--- config.mk ---
export PLATFORM = sky130hd
export DESIGN_NAME = bin_to_bcd
export DESIGN_NICKNAME = d
export VERILOG_FILES = /design/src/rtl/bin_to_bcd_pkg.sv /design/src/rtl/bin_to_bcd_adj_digit.sv /design/src/rtl/bin_to_bcd.sv
export SDC_FILE = /design/constraint.sdc
export NUM_CORES = 1
export LEC_CHECK = 0
export BUFFER_PORTS_ARGS = -buffer_cell sky130_fd_sc_hd__buf_2
export CORE_UTILIZATION = 25
export CTS_CLUSTER_DIAMETER = 80
export DETAILED_ROUTE_END_ITERATION = 6
export GPL_ROUTABILITY_DRIVEN = 0
export PLACE_DENSITY_LB_ADDON = 0.2
export SYNTH_ARGS = -nofsm -noshare
export SYNTH_HDL_FRONTEND = slang
export SYNTH_SLANG_ARGS = --single-unit
--- constraint.sdc ---
create_clock -name clock -period 1.7 [get_ports clock]
set_clock_uncertainty 0.05 [all_clocks]
set_input_delay 0.085 -clock clock [delete_from_list [all_inputs] [get_ports clock]]
set_output_delay 0.085 -clock clock [all_outputs]
set_load 0.05 [all_outputs]
--- src/rtl/bin_to_bcd_pkg.sv ---
// Shared display definitions: converter FSM encoding, double-dabble adjust
// constants and a helper for the largest value a run of BCD digits can show.
package bin_to_bcd_pkg;

  typedef enum logic {
    IDLE  = 1'b0,
    SHIFT = 1'b1
  } bcd_state_t;

  localparam logic [3:0] ADJ_THRESH = 4'd5;
  localparam logic [3:0] ADJ_ADD    = 4'd3;

  function automatic logic [63:0] max_bcd_value(input int digits);
    logic [63:0] p;
    p = 64'd1;
    for (int i = 0; i < digits; i++) begin
      p = p * 64'd10;
    end
    return p - 64'd1;
  endfunction

endpackage

--- src/rtl/bin_to_bcd_adj_digit.sv ---
// One double-dabble digit correction: add 3 to a BCD digit of 5 or more so
// the following left shift carries correctly into the next decade.
module bcd_adj_digit
  import bin_to_bcd_pkg::*;
(
  input  logic [3:0] value,
  output logic [3:0] adjusted
);

  assign adjusted = (value >= ADJ_THRESH) ? (value + ADJ_ADD) : value;

endmodule

--- src/rtl/bin_to_bcd.sv ---
// Sequential binary-to-BCD converter (shift-and-add-3), one bit per clock,
// with saturation to all nines and a leading-zero blanking mask.
module bin_to_bcd
  import bin_to_bcd_pkg::*;
#(
  parameter int IN_W   = 14,
  parameter int DIGITS = 4
) (
  input  logic                  clock,
  input  logic                  reset_n,
  input  logic                  start,
  input  logic [IN_W-1:0]       bin,
  output logic                  busy,
  output logic                  done,
  output logic [4*DIGITS-1:0]   bcd,
  output logic                  ovf,
  output logic [DIGITS-1:0]     blank
);

  localparam int          BW      = 4 * DIGITS;
  localparam int          CW      = $clog2(IN_W + 1);
  localparam logic [63:0] MAX_VAL = max_bcd_value(DIGITS);

  bcd_state_t        state;
  bcd_state_t        next_state;
  logic [IN_W-1:0]   shift_reg;
  logic [IN_W-1:0]   latched;
  logic [BW-1:0]     scratch;
  logic [BW-1:0]     adjusted;
  logic [BW-1:0]     scratch_next;
  logic [CW-1:0]     count;
  logic              last_shift;
  logic              over;
  logic              leading;
  logic [DIGITS-1:0] blank_value;

  for (genvar g = 0; g < DIGITS; g++) begin : g_adj
    bcd_adj_digit u_adj (
      .value    (scratch[4*g +: 4]),
      .adjusted (adjusted[4*g +: 4])
    );
  end

  assign scratch_next = {adjusted[BW-2:0], shift_reg[IN_W-1]};
  assign last_shift   = (state == SHIFT) && (count == CW'(IN_W - 1));
  assign over         = 64'(latched) > MAX_VAL;
  assign busy         = (state == SHIFT);

  // Digit i blanks only while every more significant digit is also zero.
  always_comb begin
    blank_value = '0;
    leading     = 1'b1;
    for (int i = DIGITS - 1; i >= 1; i--) begin
      leading        = leading && (scratch_next[4*i +: 4] == 4'd0);
      blank_value[i] = leading;
    end
  end

  always_ff @(posedge clock or negedge reset_n) begin
    if (!reset_n) begin
      state <= IDLE;
    end else begin
      state <= next_state;
    end
  end

  always_comb begin
    next_state = state;
    case (state)
      IDLE:    if (start) next_state = SHIFT;
      SHIFT:   if (last_shift) next_state = IDLE;
      default: next_state = IDLE;
    endcase
  end

  always_ff @(posedge clock or negedge reset_n) begin
    if (!reset_n) begin
      shift_reg <= '0;
      latched   <= '0;
      scratch   <= '0;
      count     <= '0;
      done      <= 1'b0;
      bcd       <= '0;
      ovf       <= 1'b0;
      blank     <= {{(DIGITS-1){1'b1}}, 1'b0};
    end else begin
      done <= 1'b0;
      case (state)
        IDLE: begin
          if (start) begin
            shift_reg <= bin;
            latched   <= bin;
            scratch   <= '0;
            count     <= '0;
          end
        end
        SHIFT: begin
          scratch   <= scratch_next;
          shift_reg <= shift_reg << 1;
          count     <= count + 1'b1;
          // Final shift: publish the result (saturated when out of range).
          if (last_shift) begin
            done <= 1'b1;
            if (over) begin
              bcd   <= {DIGITS{4'h9}};
              ovf   <= 1'b1;
              blank <= '0;
            end else begin
              bcd   <= scratch_next;
              ovf   <= 1'b0;
              blank <= blank_value;
            end
          end
        end
        default: ;
      endcase
    end
  end

endmodule

==> impl_metrics.csv <==
group,metric,value,unit
logic_synthesis,synth_edf_count,0,
route,drt_iter0_drc,85,
hold_path,hp-start,"bin[3]",
cts,clkSinkCount,66,
route,top_layer,"met4",
logic_synthesis,synth_ff_type,"dfrtp_1",
grt,grt_pass1_wl,12100,µm
timing,fmax,0.568,GHz
die,initial_core_util,0.259,
die,fp.dieW,114,µm
timing,tns,-0.0866,ns
critical_path,slowest_stage,"or4_4",
final_layout,drive_gt1_frac,0.256,
route,m1WireLength,3590,µm
critical_path,r2r_start,"latched[6]",
power,irDropWorstVdd,0.656,mV
final_layout,diodes,0,
route,drt-total-wl,7140,µm
route,via_per_inst,4.32,
logic_synthesis,synth_seq_cells,66,
route,dr_wl_met3,259,µm
logic_synthesis,synth_mux_area_frac,0.0770,
final_layout,synthToLayoutAreaGrowth,33.7,%
timing,grt_setup_unrepaired,"true",
logic_synthesis,syn_avg_cell_area,10.2,µm²
route,drcViolationCount,0,
route,vias,2395,
final_layout,nets,409,
logic_synthesis,synth-async-reset-ratio,1.00,
run,cap_violations,0,
timing,finalCriticalPeriod,1.76,ns
logic_synthesis,synth.distinct_cells,34,
logic_synthesis,synthAdderAreaFrac,0.0401,
die,placementRows,40,
grt,grt_pass1_vias,2352,
power,swShare,0.409,
power,p_seq_frac,0.318,
critical_path,crit_type,"reg2reg",
power,pwr-share-comb,0.474,
critical_path,worstPathArrival,1.98,ns
critical_path,critPathLaunchType,"register",
logic_synthesis,yosysTopAreaCell,"dfrtp_1",
cts,h-tree-depth,3,
grt,grt-ovfl-total,0,
final_layout,regArea,1660,µm²
final_layout,multiInputGateArea,1410,µm²
cts,cts_max_path_buffers,2,
timing,slew_violations,0,
final_layout,nFillCells,1252,
logic_synthesis,synth_top_family_by_area,"simple AND/OR/NAND/NOR gates",
critical_path,cp_max_fo,3,
route,wl_met2,3160,µm
hold_path,hold_path.class,"in2reg",
power,leakagePower,0.00201,µW
grt,antenna_found_initial,0,
place,portBuffers,38,
critical_path,cp-end-kind,"register",
critical_path,cp_top_family,"simple AND/OR/NAND/NOR gates",
power,netSwitchingPower,3520,µW
logic_synthesis,synth_top_area_frac,0.506,
timing,hold_violations,0,
die,io_pins,40,
grt,grt_max_degree,67,
place,dp_hpwl,4800,µm
place,post-place-ws,-0.0840,ns
power,p_clk_frac,0.208,
critical_path,critical_path_buf_inv_count,0,
logic_synthesis,synthCells,307,
die,dieArea,12900,µm²
cts,cts_tree,"built",
timing,fin_ws,-0.0609,ns
critical_path,cp_cell_sequence,"or4_4 -> a211oi_4 -> and2_4 -> and3_4 -> a32o_1",
logic_synthesis,yosysMostFrequentCell,"dfrtp_1",
critical_path,startpoint,"latched[6]",
die,die_h,114,µm
route,wl_per_cell,12.9,µm
timing,worst_pin_slew,0.702,ns
timing,max_slew_margin,0.531,
critical_path,critPathMaxStageDelay,0.55,ns
logic_synthesis,yosys-top-cells-count,"63 x dfrtp_1, 56 x nand2_1, 24 x mux2i_1, 20 x o21ai_0, 18 x nand2b_1",
logic_synthesis,yosys.area_share.simple,0.163,
logic_synthesis,synth_area_leaders,"dfrtp_1 51%, mux2i_1 7.7%, nand2_1 6.7%",
power,pwr_density_cell,2070,nW/µm²
cts,clkSlewWorstSetupHoldPaths,0.05,ns
logic_synthesis,syn-num-nets,334,
timing,finalCritPeriodShare,1.04,
grt,track_usage,0.124,
route,drtAntennaViolNets,0,
logic_synthesis,yosys.area_share.xor_xnor,0.0169,
cts,clk_root_buffer_cell,"clkbuf_16",
power,p_int,5090,µW
run_status,status,"finished, violations left",
timing,setup_viol,2,
route,drt_pre_antenna_iters,4,
cts,clk_latency,0.33,ns
cts,numCtsBuffers,9,
logic_synthesis,yosysWarnings,0,
logic_synthesis,yosysSeqAreaShare,0.531,
die,core,12100,µm²
critical_path,crit_required,1.92,ns
logic_synthesis,synthesis.area,3120,µm²
run_status,violations,"negative setup slack",
logic_synthesis,synth_compound_area_frac,0.136,
-- worst min-delay path, delay by kind of cell --
family	cells	cell delay (ns)
AOI/OAI and AO/OA	1	0.13
buffers and inverters	1	0.09
muxes	1	0.05
-- through the flow --
stage	utilization	cells	instance area [µm²]	hold slack [ns]	power (µW)
2_1_floorplan	-	307	3120	-0.261	5430
3_3_place_gp	0.305	523	3680	0.0869	6600
3_5_place_dp	0.305	523	3680	0.0886	6650
4_1_cts	0.341	553	4110	0.00385	8540
5_1_grt	0.346	555	4170	0.0357	9290
6_report	0.346	555	4170	0.0140	8610
-- power by group through the flow --
stage	registers, µW	clock network (µW)	logic [µW]
CTS	2730	1860	3940
finish	2740	1790	4080
detailed placement	2750	0	3890
global placement	2740	0	3860
floorplan	3410	0	2020
global route	2840	1930	4510
-- cells in the final DEF, fill, tap and decap left out, drive strengths merged, types with 3 or more instances in the layout --
cell          n
a21oi        16
buf          67
and3          3
clkinv        3
dfrtp        63
nor3b         8
dfstp         3
o31ai         9
inv          11
dlygate4sd3  14
nand2b       18
clkbuf       12
xnor2         5
o21ai        20
mux2i        24
nand2        56
a21o          3
a22o         10
ha           10
a31oi         3
nor2         15
-- cells by family after synthesis --
| family | count (synthesis) |
|---|---|
| multiplexers | 24 |
| AO/OA/AOI/OAI | 65 |
| other | 1 |
| buffers and inverters | 28 |
| adder cells (fa/ha/maj) | 10 |
| XOR/XNOR | 6 |
| flip-flops | 66 |
| AND/OR/NAND/NOR | 107 |
-- worst paths after layout --
| check | end | slack, ns | cells past startpoint |
|---|---|---|---|
| worst max-delay path | blank[1] | -0.06 | 5 |
| worst min-delay path | shift_reg[3] | 0.01 | 3 |
| worst max register to register | blank[1] | -0.06 | 5 |
| worst min register to register | latched[9] | 0.42 | 2 |
| max in group asynchronous | blank[3] | 1.02 | 3 |
| min in group asynchronous | bcd[9] | 0.24 | 3 |
-- layer usage --
layer | up-vias | track usage
met2 | 44 | 0.188
met1 | 1145 | 0.164
li1 | 1194 | -
met3 | 12 | 0.0393
met5 | - | 0
met4 | 0 | 0.0526
-- area by class of cell --
cell class,instances,share of cell area
sequential,66,0.397
clock inverter,4,0.0108
inverter,11,0.00991
clock buffer,12,0.0567
timing repair buffer,81,0.137
multi-input combinational,213,0.337
tap,168,0.0504
-- timing repair --
item,CTS,global route
endpoints found under the setup margin,3,26
cloned,0,0
pin swaps,0,5
hold buffers,14,0
setup buffers,0,2
endpoints found under the hold margin,76,0
gates resized for setup,2,11
No activity file was read; power rests on OpenSTA's default activity.
